==> src/rtl/axi_sort_unpacker.sv <==
// rtl/axi_sort_unpacker.sv - splits packed 2x16-bit beats into an element stream
// and gathers per-frame duplicate/element counts and a sticky sort-order error flag.
module axi_sort_unpacker #(
  parameter int DATA_WIDTH = 32,
  parameter int ELEM_WIDTH = 16,
  parameter int CNT_WIDTH  = 16
) (
  input  logic                  clk,
  input  logic                  reset,
  input  logic                  sort_dir,
  input  logic [DATA_WIDTH-1:0] s_tdata,
  input  logic                  s_tvalid,
  output logic                  s_tready,
  input  logic                  s_tlast,
  output logic [ELEM_WIDTH-1:0] m_tdata,
  output logic                  m_tvalid,
  input  logic                  m_tready,
  output logic                  m_tlast,
  output logic [CNT_WIDTH-1:0]  dup_nums,
  output logic [CNT_WIDTH-1:0]  elem_cnt,
  output logic                  order_err,
  output logic                  done
);

  typedef enum logic [1:0] {EMPTY, LO, HI} state_t;

  localparam logic [CNT_WIDTH-1:0] CNT_ONE = CNT_WIDTH'(1);
  localparam logic [CNT_WIDTH-1:0] CNT_MAX = {CNT_WIDTH{1'b1}};

  state_t                state_q, state_d;
  logic [DATA_WIDTH-1:0] buf_data_q, buf_data_d;
  logic                  buf_last_q, buf_last_d;
  logic                  first_q, first_d;
  logic                  dir_q, dir_d;
  logic [ELEM_WIDTH-1:0] prev_q, prev_d;
  logic [CNT_WIDTH-1:0]  dup_q, dup_d;
  logic [CNT_WIDTH-1:0]  cnt_q, cnt_d;
  logic                  err_q, err_d;
  logic [CNT_WIDTH-1:0]  dup_nums_q, dup_nums_d;
  logic [CNT_WIDTH-1:0]  elem_cnt_q, elem_cnt_d;
  logic                  order_err_q, order_err_d;
  logic                  done_q, done_d;
  logic                  m_hs;

  always_ff @(posedge clk or posedge reset) begin
    if (reset) begin
      state_q    <= EMPTY;
      buf_data_q <= '0;
      buf_last_q <= 1'b0;
    end else begin
      state_q    <= state_d;
      buf_data_q <= buf_data_d;
      buf_last_q <= buf_last_d;
    end
  end

  always_comb begin
    state_d    = state_q;
    buf_data_d = buf_data_q;
    buf_last_d = buf_last_q;
    case (state_q)
      EMPTY: begin
        if (s_tvalid) begin
          buf_data_d = s_tdata;
          buf_last_d = s_tlast;
          state_d    = LO;
        end
      end
      LO: begin
        if (m_tready) state_d = HI;
      end
      HI: begin
        if (m_tready) begin
          if (s_tvalid) begin
            buf_data_d = s_tdata;
            buf_last_d = s_tlast;
            state_d    = LO;
          end else begin
            state_d = EMPTY;
          end
        end
      end
      default: state_d = EMPTY;
    endcase
  end

  // Gating with reset keeps s_tready low for the whole reset assertion.
  always_comb begin
    s_tready = 1'b0;
    m_tvalid = 1'b0;
    m_tdata  = '0;
    m_tlast  = 1'b0;
    case (state_q)
      EMPTY: s_tready = !reset;
      LO: begin
        m_tvalid = 1'b1;
        m_tdata  = buf_data_q[ELEM_WIDTH-1:0];
      end
      HI: begin
        m_tvalid = 1'b1;
        m_tdata  = buf_data_q[DATA_WIDTH-1:ELEM_WIDTH];
        m_tlast  = buf_last_q;
        s_tready = m_tready;
      end
      default: ;
    endcase
  end

  assign m_hs = m_tvalid && m_tready;

  always_comb begin
    first_d     = first_q;
    dir_d       = dir_q;
    prev_d      = prev_q;
    dup_d       = dup_q;
    cnt_d       = cnt_q;
    err_d       = err_q;
    dup_nums_d  = dup_nums_q;
    elem_cnt_d  = elem_cnt_q;
    order_err_d = order_err_q;
    done_d      = 1'b0;
    if (m_hs) begin
      prev_d = m_tdata;
      if (first_q) begin
        dir_d = sort_dir;
        cnt_d = CNT_ONE;
        dup_d = '0;
        err_d = 1'b0;
      end else begin
        if (m_tdata == prev_q) begin
          dup_d = (dup_q == CNT_MAX) ? dup_q : dup_q + CNT_ONE;
        end else if ((dir_q && (m_tdata < prev_q)) || (!dir_q && (m_tdata > prev_q))) begin
          err_d = 1'b1;
        end
        cnt_d = (cnt_q == CNT_MAX) ? cnt_q : cnt_q + CNT_ONE;
      end
      // Re-arm first so a new frame never compares against the old tail.
      first_d = m_tlast;
      if (m_tlast) begin
        dup_nums_d  = dup_d;
        elem_cnt_d  = cnt_d;
        order_err_d = err_d;
        done_d      = 1'b1;
      end
    end
  end

  always_ff @(posedge clk or posedge reset) begin
    if (reset) begin
      first_q     <= 1'b1;
      dir_q       <= 1'b0;
      prev_q      <= '0;
      dup_q       <= '0;
      cnt_q       <= '0;
      err_q       <= 1'b0;
      dup_nums_q  <= '0;
      elem_cnt_q  <= '0;
      order_err_q <= 1'b0;
      done_q      <= 1'b0;
    end else begin
      first_q     <= first_d;
      dir_q       <= dir_d;
      prev_q      <= prev_d;
      dup_q       <= dup_d;
      cnt_q       <= cnt_d;
      err_q       <= err_d;
      dup_nums_q  <= dup_nums_d;
      elem_cnt_q  <= elem_cnt_d;
      order_err_q <= order_err_d;
      done_q      <= done_d;
    end
  end

  assign dup_nums  = dup_nums_q;
  assign elem_cnt  = elem_cnt_q;
  assign order_err = order_err_q;
  assign done      = done_q;

endmodule

==> config.mk <==
export PLATFORM = sky130hd
export DESIGN_NAME = axi_sort_unpacker
export DESIGN_NICKNAME = d
export VERILOG_FILES = /design/src/rtl/axi_sort_unpacker.sv
export SDC_FILE = /design/constraint.sdc
export NUM_CORES = 1
export LEC_CHECK = 0
export ABC_AREA = 0
export ABC_CLOCK_PERIOD_IN_PS = 4400
export CORE_MARGIN = 10
export CORE_UTILIZATION = 55
export CTS_CLUSTER_DIAMETER = 100
export DETAILED_ROUTE_END_ITERATION = 10
export PLACE_DENSITY = 0.81
export RECOVER_POWER = 50
export REMOVE_ABC_BUFFERS = 1
export SYNTH_ARGS = -nofsm -noshare
export SYNTH_HDL_FRONTEND = slang
export SYNTH_SLANG_ARGS = --single-unit
==> constraint.sdc <==
create_clock -name clk -period 4.4 [get_ports clk]
set_input_delay 0.88 -clock clk [delete_from_list [all_inputs] [get_ports clk]]
set_output_delay 0.88 -clock clk [all_outputs]
set_load 0.01 [all_outputs]
==> results of run 1 <==
state kept, by name, summed over array words and instances, names as in the netlist:
register	cells
prev_q	16
elem_cnt	16
done	1
buf_last_q	1
dup_nums	16
dup_q	16
state_q	2
buf_data_q	32
cnt_q	16
order_err	1
dir_q	1
first_q	1
err_q	1
cell type report:
| cell class | count | area, um2 | share of cell area |
|---|---|---|---|
| multi-input combinational | 433 | 3024 | 0.3833 |
| sequential | 120 | 3004 | 0.3808 |
| timing repair buffer | 97 | 962.2 | 0.1220 |
| clock buffer | 17 | 425.4 | 0.05393 |
| clock inverter | 14 | 200.2 | 0.02538 |
| tap | 140 | 175.2 | 0.02220 |
| inverter | 26 | 97.59 | 0.01237 |
worst reg2reg max path, stage by stage, from the launching register on:
cell and delay [ns]:
dfrtp_1 0.43, inv_1 0.11, ha_1 0.65, a22oi_1 0.20, nor2b_1 0.26, ha_1 0.23
nand4_2 0.21, nor4_4 0.42, nand2_2 0.31, nor4b_2 0.46, mux2i_1 0.27, o21ai_1 0.08
layout by cell type (no fill, tap or decap), drive strengths merged, types with 4 or more instances in the layout:
| cell type | count |
|---|---|
| dfrtp | 119 |
| clkdlybuf4s50 | 85 |
| nand2 | 80 |
| o21ai | 68 |
| mux2 | 35 |
| inv | 28 |
| a21oi | 25 |
| ha | 23 |
| nor2b | 19 |
| a22oi | 18 |
| nor2 | 18 |
| clkbuf | 18 |
| o31ai | 15 |
| xnor2 | 13 |
| nand3 | 13 |
| and3 | 10 |
| a31oi | 9 |
| nor3 | 9 |
| xor2 | 7 |
| mux2i | 7 |
| and4 | 7 |
| a21o | 6 |
| nand4 | 6 |
| buf | 6 |
| dlygate4sd3 | 5 |
| nor4 | 5 |
| clkinv | 5 |
| a22o | 4 |
| nor3b | 4 |
| bufinv | 4 |
path summary, 6_finish.rpt:
kind,startpoint,end,slack (ns),cells past startpoint
max in group asynchronous,reset,dup_nums[2]$_DFFE_PP0P_,0.96,2
setup reg to reg,state_q[0]$_DFFE_PP0P_,dup_nums[15]$_DFFE_PP0P_,0.65,11
min in group asynchronous,reset,elem_cnt[5]$_DFFE_PP0P_,1.90,2
hold reg to reg,prev_q[9]$_DFFE_PP0P_,prev_q[9]$_DFFE_PP0P_,0.48,2
hold / removal,prev_q[9]$_DFFE_PP0P_,prev_q[9]$_DFFE_PP0P_,0.48,2
setup / recovery,state_q[0]$_DFFE_PP0P_,dup_nums[15]$_DFFE_PP0P_,0.65,11
power groups by stage:
stage                     combinational, W  clock (W)  sequential [W]
after floorplan                    0.00128          0         0.00163
after global placement             0.00189          0         0.00167
after detailed placement           0.00196          0         0.00169
after CTS                          0.00202    0.00148         0.00167
after global routing               0.00222    0.00153         0.00172
final                              0.00202    0.00147         0.00167
metal layers:
layer  share of wire  up-vias
met5               0        -
met4           0.012        0
met3           0.085       19
met2            0.49      181
met1            0.41     2448
li1                -     2351
metrics by stage:
step / setup WS (ns) / power (W) / util
global route: 0.3589 / 0.005464 / 0.7183
global placement: 1.054 / 0.003563 / 0.6619
finish: 0.6518 / 0.005157 / 0.7183
floorplan: 0.3358 / 0.002910 / -
CTS: 0.6895 / 0.005170 / 0.7188
detailed placement: 0.9161 / 0.003648 / 0.6619
cell families after synthesis:
family,share of synthesized area
AO/OA/AOI/OAI,0.1626
XOR/XNOR,0.02796
adder cells (fa/ha/maj),0.04594
buffers and inverters,0.03775
flip-flops,0.4795
multiplexers,0.07410
AND/OR/NAND/NOR,0.1722
==> impl_results.html, run 1 <==
<table>
<tr><th>Metric</th><th>Value</th></tr>
<tr><th colspan="2">Critical path</th></tr>
<tr><td>Buffering stage count on the worst path with inverters included</td><td>1</td></tr>
<tr><td>Data required, critical path</td><td>4.68 ns</td></tr>
<tr><td>Critical path's largest stage delay</td><td>0.65 ns</td></tr>
<tr><td>Cell breakdown of the critical path</td><td>inv_1 &gt; ha_1 &gt; a22oi_1 &gt; nor2b_1 &gt; ha_1 &gt; nand4_2 &gt; nor4_4 &gt; nand2_2 &gt; nor4b_2 &gt; mux2i_1 &gt; o21ai_1</td></tr>
<tr><td>Largest fanout on the critical path</td><td>21</td></tr>
<tr><td>CP endpoint kind</td><td>flop</td></tr>
<tr><td>Critical path arrival</td><td>4.03 ns</td></tr>
<tr><td>Most repeated library cell on the critical path</td><td>ha_1</td></tr>
<tr><td>Critical path launch point type</td><td>flop</td></tr>
<tr><td>Top Family by Delay on Critical Path</td><td>simple AND/OR/NAND/NOR gates</td></tr>
<tr><td>Critical path's slowest cell</td><td>ha_1</td></tr>
<tr><td>Worst Path Class, Setup</td><td>flop to flop</td></tr>
<tr><th colspan="2">Power and ir drop</th></tr>
<tr><td>Pwr Density</td><td>653.7 nW/um2</td></tr>
<tr><td>Static power due to leakage</td><td>3.355 nW</td></tr>
<tr><td>Flop pwr share</td><td>0.325</td></tr>
<tr><td>Total internal power</td><td>0.003292 W</td></tr>
<tr><td>Portion of total power attributed to combinational logic</td><td>0.391</td></tr>
<tr><td>Sw Share</td><td>0.3616</td></tr>
<tr><td>Max rail drop VDD</td><td>0.4320 mV</td></tr>
<tr><td>Part of the power in the clock network</td><td>0.284</td></tr>
<tr><td>NetSw</td><td>0.001865 W</td></tr>
<tr><th colspan="2">Synth</th></tr>
<tr><td>Leading post-synthesis cells by instance count</td><td>dfrtp_1 (119), nand2_1 (79), o21ai_0 (45)</td></tr>
<tr><td>Average footprint of a synthesized cell</td><td>10.25 um2</td></tr>
<tr><td>Part of the Yosys area used for sequential elements</td><td>0.4795</td></tr>
<tr><td>Top cell type's share of synthesized area</td><td>0.4753</td></tr>
<tr><td>Post-synth top area cell</td><td>dfrtp_1</td></tr>
<tr><td>Unique masters post-synth</td><td>66</td></tr>
<tr><td>Instance count of the mapped netlist</td><td>611</td></tr>
<tr><td>Post-synth EDFFs</td><td>0</td></tr>
<tr><td>Warnings from Yosys</td><td>0</td></tr>
<tr><td>Top cells by area, synth</td><td>dfrtp_1 (48%), mux2_2 (6.3%), nand2_1 (4.7%), ha_1 (4.6%), o21ai_0 (3.6%)</td></tr>
<tr><td>Area of the mapped netlist</td><td>6265 um2</td></tr>
<tr><td>Share of synthesized flip-flops with an asynchronous set or reset</td><td>1.000</td></tr>
<tr><td>Register bit total from synthesis</td><td>120</td></tr>
<tr><td>Most common flop cell mapped by yosys</td><td>dfrtp_1</td></tr>
<tr><td>Dominant cell by count in the synthesized netlist</td><td>dfrtp_1</td></tr>
<tr><th colspan="2">STA</th></tr>
<tr><td>Highest attainable clock frequency</td><td>266.8 MHz</td></tr>
<tr><td>Final hold violations</td><td>0</td></tr>
<tr><td>Unrepaired setup endpoints after global routing</td><td>no</td></tr>
<tr><td>Maximum clock skew at final layout</td><td>0.01151 ns</td></tr>
<tr><td>Worst hold slack after final layout</td><td>0.4800 ns</td></tr>
<tr><td>Number of setup violations in the final report</td><td>0</td></tr>
<tr><td>Min Tclk post-route</td><td>3.748 ns</td></tr>
<tr><td>Slew at the pin closest to its max-slew limit</td><td>2.684 ns</td></tr>
<tr><td>Setup TNS Final</td><td>0 ns</td></tr>
<tr><td>Fin. max-slew vios</td><td>118</td></tr>
<tr><td>Max_slew headroom</td><td>-0.7910</td></tr>
<tr><td>Share of the clock period used by the worst path after layout</td><td>0.8519</td></tr>
<tr><th colspan="2">CTS</th></tr>
<tr><td>Clock tree from TritonCTS</td><td>yes</td></tr>
<tr><td>Clk pin slew, worst setup/hold paths</td><td>around 0.06 ns</td></tr>
<tr><td>Buffer type at the clock tree root</td><td>clkbuf_16</td></tr>
<tr><td># Post-CTS Setup Buffers</td><td>0</td></tr>
<tr><td>Source-to-sink clock delay at the later pin of the worst-skew pair</td><td>0.41 ns</td></tr>
<tr><td>Hold buffer count at cts</td><td>0</td></tr>
<tr><td>Num CTS Buffers</td><td>17</td></tr>
<tr><td>Count of cells resized by post-cts repair</td><td>0</td></tr>
<tr><td>Number of sinks driven by the clock tree</td><td>between 100 and 150</td></tr>
<tr><td>Deepest level of the CTS H-tree</td><td>4</td></tr>
<tr><td>Buffers from clock root to sink, at most</td><td>2</td></tr>
<tr><th colspan="2">Drt</th></tr>
<tr><td>Via total after detailed routing</td><td>4999</td></tr>
<tr><td>First-pass iteration count of the detailed router</td><td>5</td></tr>
<tr><td>Via-per-instance ratio</td><td>5.902</td></tr>
<tr><td>DRC Markers</td><td>0</td></tr>
<tr><td>Routed Antenna Nets</td><td>0</td></tr>
<tr><td>Count of routing violations after the opening detailed-route iteration</td><td>449</td></tr>
<tr><td>Final Routed Wirelength</td><td>between 15000 and 20000 um</td></tr>
<tr><td>Final routed wire length divided by cell count</td><td>between 15 and 20 um</td></tr>
<tr><th colspan="2">Place</th></tr>
<tr><td>Post-DP HPWL</td><td>10520 um</td></tr>
<tr><td>Placed insts</td><td>816</td></tr>
<tr><td>Number of buffers added on ports</td><td>90</td></tr>
<tr><td>Routability congestion estimate from global placement</td><td>0.8640</td></tr>
<tr><td>Dpl cell area</td><td>7269 um2</td></tr>
<tr><th colspan="2">Die</th></tr>
<tr><td>Effective utilization at floorplan</td><td>0.5704</td></tr>
<tr><td>Total number of placement rows</td><td>38</td></tr>
<tr><td>Core region area</td><td>10980 um2</td></tr>
<tr><td>Number of top-level pins</td><td>between 90 and 100</td></tr>
<tr><td>Die height</td><td>roughly 130 um</td></tr>
<tr><td>Area of the die</td><td>16060 um2</td></tr>
<tr><td>Chip Width</td><td>126.7 um</td></tr>
<tr><th colspan="2">Global routing</th></tr>
<tr><td>GR Util met3</td><td>0.06789</td></tr>
<tr><td>GR met1 Demand/Resource</td><td>0.2309</td></tr>
<tr><td>Initial antenna violation count</td><td>0</td></tr>
<tr><td>Global-route congestion overflow total</td><td>0</td></tr>
<tr><td>First-pass GRT wire length</td><td>25760 um</td></tr>
<tr><td>Most crowded layer after global routing</td><td>met2</td></tr>
<tr><td>Vias in the first global route</td><td>5206</td></tr>
<tr><td>Pin count of the biggest net entering global routing</td><td>71</td></tr>
<tr><td>Total track usage</td><td>0.1928</td></tr>
<tr><td>Fraction of met2 tracks used by global routing</td><td>0.3177</td></tr>
<tr><th colspan="2">Cells and area</th></tr>
<tr><td>Antenna cell count</td><td>0</td></tr>
<tr><td>Synth-to-layout area growth</td><td>25.92%</td></tr>
<tr><td>Post-route cell area</td><td>7889 um2</td></tr>
<tr><td>Final instance count without filler cells</td><td>847</td></tr>
<tr><td>Share of post-route cells with drive strength above 1</td><td>0.1400</td></tr>
<tr><td>Net count, final</td><td>between 700 and 800</td></tr>
<tr><td>Filler cells</td><td>773</td></tr>
<tr><th colspan="2">Run status</th></tr>
<tr><td>Failing checks</td><td>capacitance limit, slew limit</td></tr>
<tr><td>Result of the run</td><td>finished, violations left</td></tr>
<tr><th colspan="2">Run</th></tr>
<tr><td>Number of maximum-capacitance violations</td><td>2</td></tr>
<tr><th colspan="2">Hold path</th></tr>
<tr><td>Min-Delay Path Class</td><td>flop to flop</td></tr>
</table>
Note: power is estimated with default switching activity, not from simulation.
==> inputs of run 2 (changes only) <==
Settings changed: CORE_MARGIN 10 to 2.
==> impl_results.html, run 2 (synthesized netlist as in run 1, its figures left out) <==
<table>
<tr><th>Metric</th><th>Value</th></tr>
<tr><th colspan="2">Drt</th></tr>
<tr><td>Final routed wire length divided by cell count</td><td>16.61 um (-9.8%)</td></tr>
<tr><td>Via total after detailed routing</td><td>4915 (-1.7%)</td></tr>
<tr><td>DRC Markers</td><td>0 (unchanged)</td></tr>
<tr><td>Final Routed Wirelength</td><td>14060 um (-9.9%)</td></tr>
<tr><td>First-pass iteration count of the detailed router</td><td>6 (+1)</td></tr>
<tr><td>Count of routing violations after the opening detailed-route iteration</td><td>278 (-38%)</td></tr>
<tr><td>Via-per-instance ratio</td><td>5.810 (-1.6%)</td></tr>
<tr><td>Routed Antenna Nets</td><td>0 (unchanged)</td></tr>
<tr><th colspan="2">Critical path</th></tr>
<tr><td>Critical path launch point type</td><td>flop</td></tr>
<tr><td>CP endpoint kind</td><td>flop</td></tr>
<tr><td>Critical path arrival</td><td>3.94 ns (-0.09 ns)</td></tr>
<tr><td>Data required, critical path</td><td>4.71 ns (+0.03 ns)</td></tr>
<tr><td>Worst Path Class, Setup</td><td>flop to flop</td></tr>
<tr><td>Largest fanout on the critical path</td><td>21 (unchanged)</td></tr>
<tr><th colspan="2">CTS</th></tr>
<tr><td>Clk pin slew, worst setup/hold paths</td><td>0.06 ns (about the same)</td></tr>
<tr><td>Buffer type at the clock tree root</td><td>clkbuf_16</td></tr>
<tr><td>Hold buffer count at cts</td><td>0 (unchanged)</td></tr>
<tr><td>Clock tree from TritonCTS</td><td>yes</td></tr>
<tr><td>Deepest level of the CTS H-tree</td><td>4 (unchanged)</td></tr>
<tr><td>Number of sinks driven by the clock tree</td><td>120 (unchanged)</td></tr>
<tr><td>Buffers from clock root to sink, at most</td><td>2 (unchanged)</td></tr>
<tr><td>Count of cells resized by post-cts repair</td><td>0 (unchanged)</td></tr>
<tr><td>Num CTS Buffers</td><td>17 (unchanged)</td></tr>
<tr><td># Post-CTS Setup Buffers</td><td>0 (unchanged)</td></tr>
<tr><td>Source-to-sink clock delay at the later pin of the worst-skew pair</td><td>0.43 ns (+0.02 ns)</td></tr>
<tr><th colspan="2">Die</th></tr>
<tr><td>Effective utilization at floorplan</td><td>0.5704 (unchanged)</td></tr>
<tr><td>Chip Width</td><td>110.7 um (-13%)</td></tr>
<tr><td>Area of the die</td><td>12260 um2 (-24%)</td></tr>
<tr><td>Die height</td><td>110.7 um (-13%)</td></tr>
<tr><td>Total number of placement rows</td><td>38 (unchanged)</td></tr>
<tr><td>Core region area</td><td>10980 um2 (unchanged)</td></tr>
<tr><td>Number of top-level pins</td><td>91 (unchanged)</td></tr>
<tr><th colspan="2">Cells and area</th></tr>
<tr><td>Net count, final</td><td>754 (-0.26%)</td></tr>
<tr><td>Most common library cell in the layout ignoring fill and taps</td><td>dfrtp_1</td></tr>
<tr><td>Area used by multi-input combinational logic</td><td>3024 um2 (unchanged)</td></tr>
<tr><td>Combined flip-flop and latch cell area</td><td>3004 um2 (unchanged)</td></tr>
<tr><td>Filler cells</td><td>823 (+6.5%)</td></tr>
<tr><td>Synth-to-layout area growth</td><td>25.38%</td></tr>
<tr><td>Share of post-route cells with drive strength above 1</td><td>0.1374 (-0.002635)</td></tr>
<tr><td>Post-route cell area</td><td>7855 um2 (-0.43%)</td></tr>
<tr><td>Number of flip-flops in the largest register</td><td>32 (unchanged)</td></tr>
<tr><td>Most flop-heavy register</td><td>buf_data_q</td></tr>
<tr><td>Commonest cells after routing, fill and taps aside</td><td>dfrtp_1 (119), clkdlybuf4s50_1 (87), nand2_1 (79)</td></tr>
<tr><td>Antenna cell count</td><td>0 (unchanged)</td></tr>
<tr><th colspan="2">Run</th></tr>
<tr><td>Number of maximum-capacitance violations</td><td>2 (unchanged)</td></tr>
<tr><th colspan="2">STA</th></tr>
<tr><td>Min Tclk post-route</td><td>3.628 ns (-0.1204 ns)</td></tr>
<tr><td>Slew at the pin closest to its max-slew limit</td><td>2.655 ns (-0.02878 ns)</td></tr>
<tr><td>Max_slew headroom</td><td>-0.7718 (+0.01921)</td></tr>
<tr><td>Number of setup violations in the final report</td><td>0 (unchanged)</td></tr>
<tr><td>Unrepaired setup endpoints after global routing</td><td>no</td></tr>
<tr><td>Share of the clock period used by the worst path after layout</td><td>0.8245 (-0.02737)</td></tr>
<tr><td>Maximum clock skew at final layout</td><td>0.01467 ns (+0.003166 ns)</td></tr>
<tr><td>Setup TNS Final</td><td>0 ns (unchanged)</td></tr>
<tr><td>Fin. max-slew vios</td><td>118 (unchanged)</td></tr>
<tr><td>Final hold violations</td><td>0 (unchanged)</td></tr>
<tr><td>Highest attainable clock frequency</td><td>275.7 MHz (+3.3%)</td></tr>
<tr><th colspan="2">Run status</th></tr>
<tr><td>Result of the run</td><td>finished, violations left</td></tr>
<tr><td>Failing checks</td><td>capacitance limit, slew limit</td></tr>
<tr><th colspan="2">Power and ir drop</th></tr>
<tr><td>Static power due to leakage</td><td>3.323 nW (-0.96%)</td></tr>
<tr><td>Pwr Density</td><td>641.9 nW/um2 (-1.8%)</td></tr>
<tr><td>Max rail drop VDD</td><td>0.4307 mV (-0.29%)</td></tr>
<tr><th colspan="2">Global routing</th></tr>
<tr><td>First-pass GRT wire length</td><td>24090 um (-6.5%)</td></tr>
<tr><td>Total track usage</td><td>0.2426 (+0.04976)</td></tr>
<tr><td>Initial antenna violation count</td><td>0 (unchanged)</td></tr>
<tr><td>Global-route congestion overflow total</td><td>0 (unchanged)</td></tr>
<tr><td>Pin count of the biggest net entering global routing</td><td>71 (unchanged)</td></tr>
<tr><td>Vias in the first global route</td><td>4906 (-5.8%)</td></tr>
<tr><th colspan="2">Place</th></tr>
<tr><td>Dpl cell area</td><td>7254 um2 (-0.21%)</td></tr>
<tr><td>Routability congestion estimate from global placement</td><td>0.8590 (-0.58%)</td></tr>
<tr><td>Post-DP HPWL</td><td>9462 um (-10%)</td></tr>
<tr><td>Number of buffers added on ports</td><td>90 (unchanged)</td></tr>
<tr><th colspan="2">Hold path</th></tr>
<tr><td>Min-Delay Path Class</td><td>flop to flop</td></tr>
</table>
## run 2: critical path, cell delays in order, from the launching register on
cell,delay (ns)
dfrtp_1,0.42
inv_1,0.10
ha_1,0.64
a22oi_1,0.18
nor2b_1,0.22
ha_1,0.20
nand4_2,0.19
nor4_4,0.40
nand2_2,0.31
nor4b_2,0.47
nand4b_1,0.16
and3_1,0.21
## run 2: power breakdown
| group | internal [W] | leakage [nW] | total, W | switching (W) |
|---|---|---|---|---|
| registers | 0.00143 | 1.53 | 0.00167 | 0.000243 |
| logic | 0.000909 | 1.51 | 0.00195 | 0.00104 |
| clock network | 0.000915 | 0.280 | 0.00142 | 0.000506 |
## run 2: worst paths after layout
kind | end | slack, ns | from | cells past startpoint
max in group asynchronous | dup_nums[10]$_DFFE_PP0P_ | 0.98 | reset | 2
max reg2reg | dup_q[15]$_DFFE_PP0P_ | 0.77 | state_q[0]$_DFFE_PP0P_ | 11
min | elem_cnt[8]$_DFFE_PP0P_ | 0.48 | elem_cnt[8]$_DFFE_PP0P_ | 2
min reg2reg | elem_cnt[8]$_DFFE_PP0P_ | 0.48 | elem_cnt[8]$_DFFE_PP0P_ | 2
min in group asynchronous | elem_cnt[6]$_DFFE_PP0P_ | 1.89 | reset | 2
max | dup_q[15]$_DFFE_PP0P_ | 0.77 | state_q[0]$_DFFE_PP0P_ | 11
## run 2: area by class of cell
cell class / count / area share
Clock inverter: 12 / 0.01911
Inverter: 26 / 0.01242
Tap cell: 140 / 0.02230
Timing Repair Buffer: 95 / 0.1206
Sequential cell: 120 / 0.3824
Multi-Input combinational cell: 433 / 0.3850
Clock buffer: 20 / 0.05814
## run 2: per-layer routing
metal  up-vias  GRT usage  routed length [um]
met5         -          0                   0
met4         0    0.08417                 210
met3        19    0.07381                 947
met2       151     0.3922                6684
met1      2388     0.3118                6213
li1       2357          -                   -
## run 2: through the flow
| stage | instances | util | hold slack [ns] | setup WS [ns] | power [W] |
|---|---|---|---|---|---|
| finish | 846 | 0.7152 | 0.4766 | 0.7722 | 0.005042 |
| global route | 846 | 0.7152 | 0.5019 | 0.4095 | 0.005363 |
| CTS | 846 | 0.7158 | 0.4817 | 0.7827 | 0.005072 |
| detailed placement | 814 | 0.6605 | 0.4696 | 0.8253 | 0.003620 |
| global placement | 814 | 0.6605 | 0.4593 | 1.043 | 0.003548 |
| floorplan | 579 | - | 0.4498 | 0.3358 | 0.002910 |
==> inputs of run 3 (changes only) <==
Settings changed: ABC_CLOCK_PERIOD_IN_PS 4400 to 2900, CORE_UTILIZATION 55 to 50, PLACE_DENSITY 0.81 to 0.77.
Clock period 4.4 ns to 2.9 ns, I/O delays scaled along.
==> impl_results.html, run 3 (synthesized netlist as in run 1, its figures left out) <==
<table>
<tr><th>Metric</th><th>Value</th></tr>
<tr><th colspan="2">Critical path</th></tr>
<tr><td>Worst Path Class, Setup</td><td>flop to flop</td></tr>
<tr><td>Setup slack of the worst register-to-register path</td><td>-0.07 ns (-0.84 ns)</td></tr>
<tr><td>Buffering stage count on the worst path with inverters included</td><td>4 (+3)</td></tr>
<tr><td>Critical path launch point type</td><td>flop</td></tr>
<tr><td>Top Family by Delay on Critical Path</td><td>simple AND/OR/NAND/NOR gates</td></tr>
<tr><td>Critical path arrival</td><td>3.27 ns (-0.67 ns)</td></tr>
<tr><td>Cell breakdown of the critical path</td><td>inv_4 &gt; ha_4 &gt; buf_12 &gt; a22oi_2 &gt; nor2b_2 &gt; ha_1 &gt; nand4_4 &gt; nor4_4 &gt; nand2_2 &gt; buf_6 &gt; nor4b_4 &gt; buf_4 &gt; mux2i_2 &gt; o21ai_1</td></tr>
<tr><td>Number of cells traversed by the worst register-to-register path</td><td>14 (+3)</td></tr>
<tr><td>CP endpoint kind</td><td>flop</td></tr>
<tr><td>Data required, critical path</td><td>3.20 ns (-1.51 ns)</td></tr>
<tr><td>Largest fanout on the critical path</td><td>16 (-24%)</td></tr>
<tr><td>Critical path's largest stage delay</td><td>0.43 ns (-0.21 ns)</td></tr>
<tr><td>Critical path's slowest cell</td><td>dfrtp_2</td></tr>
<tr><td>Startpoint of the lowest-slack register-to-register path</td><td>state_q[1]$_DFFE_PP0P_</td></tr>
<tr><td>Critical R2R Capture</td><td>dup_nums[15]$_DFFE_PP0P_</td></tr>
<tr><th colspan="2">Global routing</th></tr>
<tr><td>Total track usage</td><td>0.2494 (+0.006758)</td></tr>
<tr><td>First-pass GRT wire length</td><td>25940 um (+7.6%)</td></tr>
<tr><td>Vias in the first global route</td><td>5269 (+7.4%)</td></tr>
<tr><td>Pin count of the biggest net entering global routing</td><td>50 (-30%)</td></tr>
<tr><td>Initial antenna violation count</td><td>0 (unchanged)</td></tr>
<tr><td>Global-route congestion overflow total</td><td>0 (unchanged)</td></tr>
<tr><th colspan="2">Cells and area</th></tr>
<tr><td>Net count, final</td><td>819 (+8.6%)</td></tr>
<tr><td>Synth-to-layout area growth</td><td>39.25%</td></tr>
<tr><td>Antenna cell count</td><td>0 (unchanged)</td></tr>
<tr><td>Share of post-route cells with drive strength above 1</td><td>0.2853 (+0.1479)</td></tr>
<tr><td>Most common library cell in the layout ignoring fill and taps</td><td>dfrtp_1</td></tr>
<tr><td>Commonest cells after routing, fill and taps aside</td><td>dfrtp_1 (117), clkdlybuf4s50_1 (82), nand2_1 (77)</td></tr>
<tr><td>Filler cells</td><td>840 (+2.1%)</td></tr>
<tr><td>Combined flip-flop and latch cell area</td><td>3007 um2 (about the same)</td></tr>
<tr><td>Area used by multi-input combinational logic</td><td>3349 um2 (+11%)</td></tr>
<tr><td>Most flop-heavy register</td><td>buf_data_q</td></tr>
<tr><td>Number of flip-flops in the largest register</td><td>32 (unchanged)</td></tr>
<tr><td>Post-route core utilization</td><td>0.7202 (+0.005051)</td></tr>
<tr><th colspan="2">STA</th></tr>
<tr><td>Unrepaired setup endpoints after global routing</td><td>yes</td></tr>
<tr><td>Highest attainable clock frequency</td><td>336.9 MHz (+22%)</td></tr>
<tr><td>Final hold violations</td><td>0 (unchanged)</td></tr>
<tr><td>Final critical-path setup slack</td><td>-0.06854 ns (-0.8408 ns)</td></tr>
<tr><td>Slew at the pin closest to its max-slew limit</td><td>1.666 ns (-0.9891 ns)</td></tr>
<tr><td>Fin. max-slew vios</td><td>37 (-69%)</td></tr>
<tr><td>Share of the clock period used by the worst path after layout</td><td>1.024 (+0.1991)</td></tr>
<tr><td>Maximum clock skew at final layout</td><td>0.009076 ns (-0.005598 ns)</td></tr>
<tr><td>Min Tclk post-route</td><td>2.969 ns (-0.6592 ns)</td></tr>
<tr><td>Max_slew headroom</td><td>-0.1166 (+0.6552)</td></tr>
<tr><td>Number of setup violations in the final report</td><td>12 (+12)</td></tr>
<tr><th colspan="2">Drt</th></tr>
<tr><td>Via-per-instance ratio</td><td>5.627 (-3.1%)</td></tr>
<tr><td>Routed Antenna Nets</td><td>0 (unchanged)</td></tr>
<tr><td>First-pass iteration count of the detailed router</td><td>5 (-1)</td></tr>
<tr><td>Via total after detailed routing</td><td>5284 (+7.5%)</td></tr>
<tr><td>Final Routed Wirelength</td><td>16290 um (+16%)</td></tr>
<tr><td>Final routed wire length divided by cell count</td><td>17.35 um (+4.4%)</td></tr>
<tr><td>Count of routing violations after the opening detailed-route iteration</td><td>334 (+20%)</td></tr>
<tr><td>DRC Markers</td><td>0 (unchanged)</td></tr>
<tr><th colspan="2">CTS</th></tr>
<tr><td>Clock tree from TritonCTS</td><td>yes</td></tr>
<tr><td>Number of sinks driven by the clock tree</td><td>120 (unchanged)</td></tr>
<tr><td>Buffer type at the clock tree root</td><td>clkbuf_16</td></tr>
<tr><td>Buffers from clock root to sink, at most</td><td>2 (unchanged)</td></tr>
<tr><td>Hold buffer count at cts</td><td>0 (unchanged)</td></tr>
<tr><td>Deepest level of the CTS H-tree</td><td>4 (unchanged)</td></tr>
<tr><td>Num CTS Buffers</td><td>17 (unchanged)</td></tr>
<tr><td>Clk pin slew, worst setup/hold paths</td><td>0.05 ns (about the same)</td></tr>
<tr><td>Source-to-sink clock delay at the later pin of the worst-skew pair</td><td>0.42 ns (about the same)</td></tr>
<tr><th colspan="2">Place</th></tr>
<tr><td>Post-DP HPWL</td><td>10500 um (+11%)</td></tr>
<tr><td>Routability congestion estimate from global placement</td><td>0.8921 (+3.9%)</td></tr>
<tr><td>Number of buffers added on ports</td><td>90 (unchanged)</td></tr>
<tr><td>DP Worst Slack</td><td>-0.2395 ns (-1.065 ns)</td></tr>
<tr><th colspan="2">Die</th></tr>
<tr><td>Core region area</td><td>12110 um2 (+10%)</td></tr>
<tr><td>Chip Width</td><td>115.9 um (+4.7%)</td></tr>
<tr><td>Effective utilization at floorplan</td><td>0.5173 (-0.05315)</td></tr>
<tr><td>Number of top-level pins</td><td>91 (unchanged)</td></tr>
<tr><td>Die height</td><td>115.9 um (+4.7%)</td></tr>
<tr><td>Total number of placement rows</td><td>40 (+5.3%)</td></tr>
<tr><td>Area of the die</td><td>13440 um2 (+9.6%)</td></tr>
<tr><th colspan="2">Run</th></tr>
<tr><td>Number of maximum-capacitance violations</td><td>1 (-1)</td></tr>
<tr><th colspan="2">Run status</th></tr>
<tr><td>Failing checks</td><td>capacitance limit, slew limit, setup timing</td></tr>
<tr><td>Result of the run</td><td>finished, violations left</td></tr>
<tr><th colspan="2">Hold path</th></tr>
<tr><td>Count of cells along the worst hold path</td><td>2 (unchanged)</td></tr>
<tr><td>Min-Delay Path Class</td><td>flop to flop</td></tr>
<tr><td>Destination of the worst hold path</td><td>elem_cnt[14]$_DFFE_PP0P_</td></tr>
<tr><td>Hold_sp</td><td>elem_cnt[14]$_DFFE_PP0P_</td></tr>
<tr><th colspan="2">Power and ir drop</th></tr>
<tr><td>Pwr Density</td><td>994.3 nW/um2 (+55%)</td></tr>
<tr><td>Static power due to leakage</td><td>3.823 nW (+15%)</td></tr>
<tr><td>Max rail drop VDD</td><td>0.5397 mV (+25%)</td></tr>
</table>
[run 3: how the worst max path moves through the flow]
stage	cells past startpoint	to	start	slack, ns
after floorplan	1	buf_data_q[0]$_DFFE_PP0P_	reset	-0.86
after global placement	11	order_err$_DFFE_PP0P_	state_q[0]$_DFFE_PP0P_	-0.09
after detailed placement	13	dup_nums[11]$_DFFE_PP0P_	state_q[0]$_DFFE_PP0P_	-0.24
after CTS	13	dup_nums[14]$_DFFE_PP0P_	state_q[1]$_DFFE_PP0P_	-0.11
after global routing	14	dup_nums[15]$_DFFE_PP0P_	state_q[1]$_DFFE_PP0P_	-0.23
final	14	dup_nums[15]$_DFFE_PP0P_	state_q[1]$_DFFE_PP0P_	-0.07
[run 3: area by class of cell]
| class | instances | area share |
|---|---|---|
| Clock inverter | 8 | 0.008032 |
| Tap cell | 168 | 0.02410 |
| Multi-Input combinational cell | 433 | 0.3840 |
| Sequential cell | 120 | 0.3447 |
| Inverter | 26 | 0.01190 |
| Clock buffer | 24 | 0.05637 |
| Timing Repair Buffer | 160 | 0.1710 |
[run 3: metrics by stage]
stage	hold slack [ns]	area (um2)	TNS, ns	power [W]	cells
global placement	0.4595	7680	-0.9145	0.005860	889
CTS	0.4779	8463	-1.020	0.008306	933
global route	0.4954	8723	-3.504	0.009194	939
finish	0.4702	8723	-0.4046	0.008674	939
floorplan	0.4498	6126	-113.17	0.004415	579
detailed placement	0.4657	7680	-4.714	0.006009	889
[run 3: worst register-to-register path, stage by stage (launching register included)]
cell and delay, ns:
dfrtp_2 0.43, inv_4 0.07, ha_4 0.17, buf_12 0.15, a22oi_2 0.23, nor2b_2 0.08, ha_1 0.34, nand4_4 0.11
nor4_4 0.36, nand2_2 0.14, buf_6 0.15, nor4b_4 0.19, buf_4 0.16, mux2i_2 0.21, o21ai_1 0.07
[run 3: per-layer routing]
metal  wire [um]  GRT usage
met1        6796     0.3247
met2        8176     0.4019
met3         936    0.05910
met4         380     0.1048
met5           0          0
[run 3: power by group]
| group | leakage (nW) | switching, W | internal [W] |
|---|---|---|---|
| clock | 0.276 | 0.000731 | 0.00126 |
| combinational | 2.02 | 0.00201 | 0.00213 |
| sequential | 1.53 | 0.000388 | 0.00217 |
[run 3: timing repair]
action / in CTS / in global routing
pin swaps: 20 / 14
resized for setup: 29 / 58
endpoints found under the setup margin: 49 / 50
buffers inserted: 12 / 6
